## src/rtl/xil_dmem_fifo_pkg.sv

```systemverilog
// xil_dmem_fifo_pkg: shared sizing helpers and the DH delay macro for sequential assignments
`ifndef XIL_DMEM_DH
`define XIL_DMEM_DH
`define DH
`endif
package xil_dmem_fifo_pkg;
  function automatic int depth_of(input int adr_w);
    return 1 << adr_w;
  endfunction
  function automatic int cnt_w(input int adr_w);
    return adr_w + 1;
  endfunction
endpackage

```

## src/rtl/xil_dmem_tp_param.sv

```systemverilog
// xil_dmem_tp_param: DATA_W x 2**ADR_W distributed two-port RAM, sync write, async read
module xil_dmem_tp_param
  import xil_dmem_fifo_pkg::*;
#(
  parameter int DATA_W = 16,
  parameter int ADR_W  = 6
) (
  input  logic              clk,
  input  logic              wr_en,
  input  logic [ADR_W-1:0]  wr_adr,
  input  logic [DATA_W-1:0] wr_data,
  input  logic [ADR_W-1:0]  rd_adr,
  output logic [DATA_W-1:0] rd_data
);
  localparam int DEPTH = depth_of(ADR_W);
  (* ram_style = "distributed" *) logic [DATA_W-1:0] mem [DEPTH];
  always_ff @(posedge clk) begin
    if (wr_en) mem[wr_adr] <= `DH wr_data;
  end
  assign rd_data = mem[rd_adr];
endmodule

```

## src/rtl/xil_dmem_fifo.sv

```systemverilog
// xil_dmem_fifo: show-ahead single-clock FIFO on distributed RAM with occupancy, almost flags and sticky overflow/underflow
module xil_dmem_fifo
  import xil_dmem_fifo_pkg::*;
#(
  parameter int DATA_W        = 16,
  parameter int ADR_W         = 6,
  parameter int AFULL_MARGIN  = 2,
  parameter int AEMPTY_MARGIN = 2
) (
  input  logic              clk,
  input  logic              rst_n,
  input  logic              i_wr_en,
  input  logic [DATA_W-1:0] i_wr_data,
  input  logic              i_rd_en,
  output logic [DATA_W-1:0] o_rd_data,
  output logic              o_full,
  output logic              o_empty,
  output logic              o_almost_full,
  output logic              o_almost_empty,
  output logic [ADR_W:0]    o_count,
  input  logic              i_clr_err,
  output logic              o_overflow,
  output logic              o_underflow
);
  localparam int DEPTH = depth_of(ADR_W);
  localparam int CW    = cnt_w(ADR_W);
  logic [ADR_W-1:0] wr_ptr, rd_ptr;
  logic [CW-1:0]    count, count_nxt;
  logic             push_ok, pop_ok;
  always_comb begin
    push_ok   = i_wr_en & (~o_full | i_rd_en);
    pop_ok    = i_rd_en & ~o_empty;
    count_nxt = count + CW'(push_ok) - CW'(pop_ok);
  end
  always_ff @(posedge clk or negedge rst_n) begin
    if (!rst_n) begin
      wr_ptr         <= '0;
      rd_ptr         <= '0;
      count          <= '0;
      o_full         <= 1'b0;
      o_empty        <= 1'b1;
      o_almost_full  <= 1'b0;
      o_almost_empty <= 1'b1;
      o_overflow     <= 1'b0;
      o_underflow    <= 1'b0;
    end else begin
      wr_ptr         <= `DH push_ok ? wr_ptr + 1'b1 : wr_ptr;
      rd_ptr         <= `DH pop_ok ? rd_ptr + 1'b1 : rd_ptr;
      count          <= `DH count_nxt;
      o_full         <= `DH count_nxt == CW'(DEPTH);
      o_empty        <= `DH count_nxt == '0;
      o_almost_full  <= `DH count_nxt >= CW'(DEPTH - AFULL_MARGIN);
      o_almost_empty <= `DH count_nxt <= CW'(AEMPTY_MARGIN);
      o_overflow     <= `DH (i_wr_en & ~push_ok) | (o_overflow & ~i_clr_err);
      o_underflow    <= `DH (i_rd_en & ~pop_ok) | (o_underflow & ~i_clr_err);
    end
  end
  assign o_count = count;
  xil_dmem_tp_param #(.DATA_W(DATA_W), .ADR_W(ADR_W)) u_ram (
    .clk     (clk),
    .wr_en   (push_ok),
    .wr_adr  (wr_ptr),
    .wr_data (i_wr_data),
    .rd_adr  (rd_ptr),
    .rd_data (o_rd_data)
  );
endmodule

```

## config.mk

```make
export PLATFORM = sky130hd
export DESIGN_NAME = xil_dmem_fifo
export DESIGN_NICKNAME = d
export VERILOG_FILES = /design/src/rtl/xil_dmem_fifo_pkg.sv /design/src/rtl/xil_dmem_tp_param.sv /design/src/rtl/xil_dmem_fifo.sv
export SDC_FILE = /design/constraint.sdc
export NUM_CORES = 1
export LEC_CHECK = 0
export ABC_AREA = 1
export BUFFER_PORTS_ARGS = -buffer_cell sky130_fd_sc_hd__buf_2
export CORE_ASPECT_RATIO = 1.2
export CORE_UTILIZATION = 45
export CTS_CLUSTER_SIZE = 24
export DETAILED_ROUTE_END_ITERATION = 6
export SKIP_CTS_REPAIR_TIMING = 1
export SYNTH_ARGS = -nofsm -noshare
export SYNTH_HDL_FRONTEND = slang
export SYNTH_HIERARCHICAL = 1
export SYNTH_SLANG_ARGS = --single-unit
```

## constraint.sdc

```tcl
create_clock -name clk -period 6.25 [get_ports clk]
set_input_delay 0.3125 -clock clk [delete_from_list [all_inputs] [get_ports clk]]
set_output_delay 0.3125 -clock clk [all_outputs]
set_load 0.01 [all_outputs]
```

# == After elaboration in Yosys (flattened, before gate mapping) ==
# Memory sizes are Yosys's and may differ from the RTL's.
# Cells that the tools add are included.
# totals
register_bits,25
latchBits,0
mem_bits_rw,1024
mem_bits_ro,0
inputBits,21
n_memories,1
# memory_table
memory,words,word_bits,rd,rd_clocked_by_memory_dff,wr,line,rtl
u_ram.mem,64,16,1,0,1,xil_dmem_tp_param.sv:16,"(* ram_style = ""distributed"" *) logic [DATA_W-1:0] mem [DEPTH];"
# classes
addsub,4
n_mul,0
div_mod_pow,0
n_lt_le_gt_ge,2
n_eq_ne,1
shifts,0
muxes,2
n_bitwise,14
n_reduce_logical,1
# ops
operator,n
adder 6 x 1 -> 6 bit (second input constant),2
adder 7 x 1 -> 7 bit,1
== test 7 bit (second input constant),1
>= comparator 7 x 6 -> 1 bit (second input constant),1
less-or-equal comparator 7 x 2 -> 1 bit (second input constant),1
zero test 7 bit,1
subtractor 7 x 1 -> 7 bit,1
AND 1 bit,6
inverter 1 bit,5
bitwise OR 1 bit,3
two-way mux 1 bit,2

# == Longest topological paths before layout ==
# depth
ltp_word,6
ltp_mapped,16

# == Hierarchy ==
# The synthesis kept the hierarchy.
# modules_own_cells
mod,instances,cells_per_inst,area_per_inst_um2,seq_area_each_um2
xil_dmem_tp_param,1,3501,41778.8,30749.5
xil_dmem_fifo,1,168,1378.8,628.1

# == Least setup slack after synthesis ==
# OpenSTA, ideal clock, no wires.
# synth_path
path_kind,register to register
start,register o_full
end,memory u_ram.mem[48][0] (enable)
setup_time_ps,431
t_arrival_ps,2782
required_time_ps,5819
slack_ps,3037
path_stages_with_launch,7
path_buffers,1
synth_period_minus_slack_ps,3213
path_cell_list,dfrtp_1 -> nand2_1 -> nand2_2 -> inv_2 -> clkbuf_1 -> nand4_1 -> nor4_1
# synth_between
elab_chain_cells,5
# synth_rtl
item,line,rtl
start: declaration,xil_dmem_fifo.sv:16,"output logic o_full,"
start signal: assignment,xil_dmem_fifo.sv:50,o_full <= `DH count_nxt == CW'(DEPTH);
inverter 1 bit,xil_dmem_fifo.sv:31,push_ok = i_wr_en & (~o_full | i_rd_en);
bitwise OR 1 bit,xil_dmem_fifo.sv:31,
AND 1 bit,xil_dmem_fifo.sv:31,
named net push_ok,xil_dmem_fifo.sv:29,"logic push_ok, pop_ok;"
two-way mux 1 bit (2 in series),xil_dmem_tp_param.sv:18,if (wr_en) mem[wr_adr] <= `DH wr_data;
end: declaration,xil_dmem_tp_param.sv:16,
# The timed path passes the listed nets, and every way through them passes these cells.

# == Final worst setup path ==
# layout_path
start,register rd_ptr[0]
end,output port o_rd_data[10]
# layout_between
elab_chain_cells,1
# layout_rtl
item,line,rtl
start: declaration,xil_dmem_fifo.sv:27,"logic [ADR_W-1:0] wr_ptr, rd_ptr;"
start signal: assignment,xil_dmem_fifo.sv:48,rd_ptr <= `DH pop_ok ? rd_ptr + 1'b1 : rd_ptr;
memory (64 x 16 bit),n/a,
end: declaration,xil_dmem_fifo.sv:15,"output logic [DATA_W-1:0] o_rd_data,"
# No other way between the ends.

==> metrics.csv <==
metric;value;unit
status;complete, no violations;
Worst-path clk slew;60;ps
Final Net Count;3734;
Setup Skew;22.53;ps
CP startpoint kind;flop;
final setup TNS;0;ps
dpl hpwl;61.20;mm
number of synthesized register bits;1049;
syn_nets;3700;
critical path cell sequence;buf_4 > buf_4 > nand2_1 > nand3_1 > nand3_1 > nand2_1 > nand2_1 > nand3_1 > nand3_1 > nand2_1 > buf_2;
relative slew slack;26.60;%
Placer Congestion;0.8471;
Cell Area, Placed;44540;um2
max incr delay on CP;680;ps
critical path peak fanout;61;
min-delay src;i_wr_en;
I/O Pins;50;
Finished Cell Area;47600;um2
Reg2Reg Setup Slack;3090;ps
drt wl/cell;22.94;um
Worst Hold End;wr_ptr[1];
Via density;5.512;
yosys warns;6;
critical path class;reg2out;
row cnt;124;
syn_area_per_cell;11.76;um2
fill count;8287;
minimum clock period;4223;ps
post-synth top area cell;edfxtp_1;
RR Startpoint;wr_ptr[2];
Leakage;17.28;nW
Syn Std Cell Area;43160;um2
Num CTS Buffers;99;
WP data arrival;3910;ps
count leader, synth;nand2_1;
gr usage total;23.43;%
initial detailed-routing violation count;2742;
slowest stage cell, crit path;dfrtp_4;
Area contributors post-synth;edfxtp_1 71%, nand2_1 12%, nand3_1 10%;
CTS max path bufs;3;
CORE AREA;95110;um2
Least-Margin Pin Slew;1101;ps
fmax;236.8;MHz
Setup-failing EPs final;0;
kind of end point of the critical path;primary output;
detailed-route DRC error count;0;
Seq/Total Area, Yosys;72.70;%
vias in the first global route;25942;
power density cells;463.4;nW/um2
input/output buffers;49;
Die W;284.7;um
Period Utilization, post-route;67.57;%
chip height;341.2;um
antenna viol nets, final;0;
detailed-route via count;27791;
drt pass-1 iters;5;
max-cap viol count;0;
global-route wire length before repair;169.9;mm
Distinct cells, synth;30;
Max VDD drop;0.5365;mV
Crit Reg-Reg Endpoint;u_ram/mem[11][10];
Synth async-reset ratio;2.383;%
CTS tree;built;
pin count of the biggest net entering global routing;251;
WP data required;5940;ps
reg2reg path depth;3;
final hold violations;0;
unrepaired setup endpoints after global routing;no;
Skew-Pair Late Insertion Delay;670;ps
initial antenna violation count;1;
layout cell share with drive strength beyond 1;8.649;%
Starting Density;45.38;%
Synth top cells by count;1342 x nand2_1, 1024 x edfxtp_1, 884 x nand3_1, 113 x buf_2, 66 x nor2_1;
Multi-input gate area;10220;um2
EDFF count, synth;1024;
Post-Syn Instances;3669;
Die ar.;97150;um2
Layout area overhead;10.28;%
Sink Count;1049;
flip-flop and latch area;31390;um2
WHS Path Cells;4;
Slew Limit Fails;0;
grt total ovfl;0;
H-tree Lvls;3;
Root Driver;clkbuf_16;
Post-Route WL;115.7;mm
worst min-delay path class;in2reg;
Main synth FF type;edfxtp_1;
Synth top area share;71.25;%
logic make-up after synthesis:
kind of cell,count (synthesis),synth area share (%)
flip-flops,1049,72.70
XOR/XNOR,10,0.2029
adder cells (fa/ha/maj),10,0.3073
buffers and inverters,271,3.746
AO/OA/AOI/OAI,5,0.06087
AND/OR/NAND/NOR,2324,22.98
registers in the layout, summed over array words and instances (netlist names):
register,flops
u_ram/mem,1024
o_count,7
rd_ptr,6
wr_ptr,6
o_almost_empty,1
o_almost_full,1
o_empty,1
o_full,1
o_overflow,1
o_underflow,1
area by class of cell:
type	count	share of cell area, %
antenna	1	0.005258
clock buffer	122	5.431
clock inverter	57	0.9096
inverter	46	0.4180
multi-input combinational	2349	21.48
sequential	1049	65.95
tap	1260	3.312
timing repair buffer	158	2.492
metrics by stage:
step	power (mW)	hold slack [ps]	utilization, %	setup slack [ps]	cells
6_report	22.05	39.86	50.04	2027	5042
3_5_place_dp	16.39	348.0	46.83	2721	4858
3_3_place_gp	16.37	346.5	46.83	2714	4858
4_1_cts	22.09	-371.7	50.00	2005	5037
2_1_floorplan	13.80	16.91	-	3037	3669
5_1_grt	23.11	54.99	50.04	1882	5041
layer usage:
metal  global-route usage [%]  up-vias  part of all wire, %
li1                         -    12900                    -
met1                    33.21    13557                   42
met2                    36.20     1131                   46
met3                    3.933      203                  8.0
met4                    9.173        0                  3.6
met5                        0        -                    0
report_power, final:
| part | leakage [nW] | total [mW] | switching [mW] | internal [mW] |
|---|---|---|---|---|
| Combinational | 6.28 | 7.95 | 5.85 | 2.10 |
| Sequential | 9.51 | 8.36 | 0.309 | 8.05 |
| Clock | 1.49 | 5.74 | 2.56 | 3.18 |
| Total | 17.3 | 22.1 | 8.72 | 13.3 |
worst max-delay path, delay by kind of cell (launching register included):
kind / cells / cell delay (ps)
buffers and inverters: 3 / 1350
AND/OR/NAND/NOR: 8 / 1140
flip-flops: 1 / 680
worst max path at each step:
stage	end	slack (ps)	start
3_3_place_gp	o_rd_data[9]	2710	rd_ptr[0]
4_1_cts	o_rd_data[9]	2000	rd_ptr[0]
6_report	o_rd_data[10]	2030	rd_ptr[0]
3_5_place_dp	o_rd_data[9]	2720	rd_ptr[0]
2_1_floorplan	u_ram/mem[48][0]	3040	o_full
5_1_grt	o_rd_data[3]	1880	rd_ptr[0]
cell usage in the layout (no fill, tap or decap), types with 2 or more instances in the layout:
cell / synthesis / routed
ha_1: 9 / 9
xor2_1: 4 / 4
buf_4: 19 / 96
a21oi_1: 2 / 2
dfrtp_4: 0 / 3
inv_6: 0 / 2
dfrtp_1: 23 / 19
nand2_2: 7 / 7
dfstp_2: 2 / 2
nor4_2: 0 / 8
nor2_1: 66 / 62
xnor2_1: 6 / 6
nand2_1: 1342 / 1342
buf_12: 0 / 9
inv_1: 36 / 35
inv_2: 8 / 7
clkbuf_16: 0 / 100
dlygate4sd3_1: 0 / 4
nand4_1: 14 / 14
clkinv_2: 0 / 24
buf_2: 113 / 49
bufinv_16: 0 / 6
clkinv_1: 1 / 23
clkbuf_1: 26 / 22
edfxtp_1: 1024 / 1024
nand3_1: 884 / 884
nor2_2: 1 / 5
No activity file was read; power rests on OpenSTA's default activity.
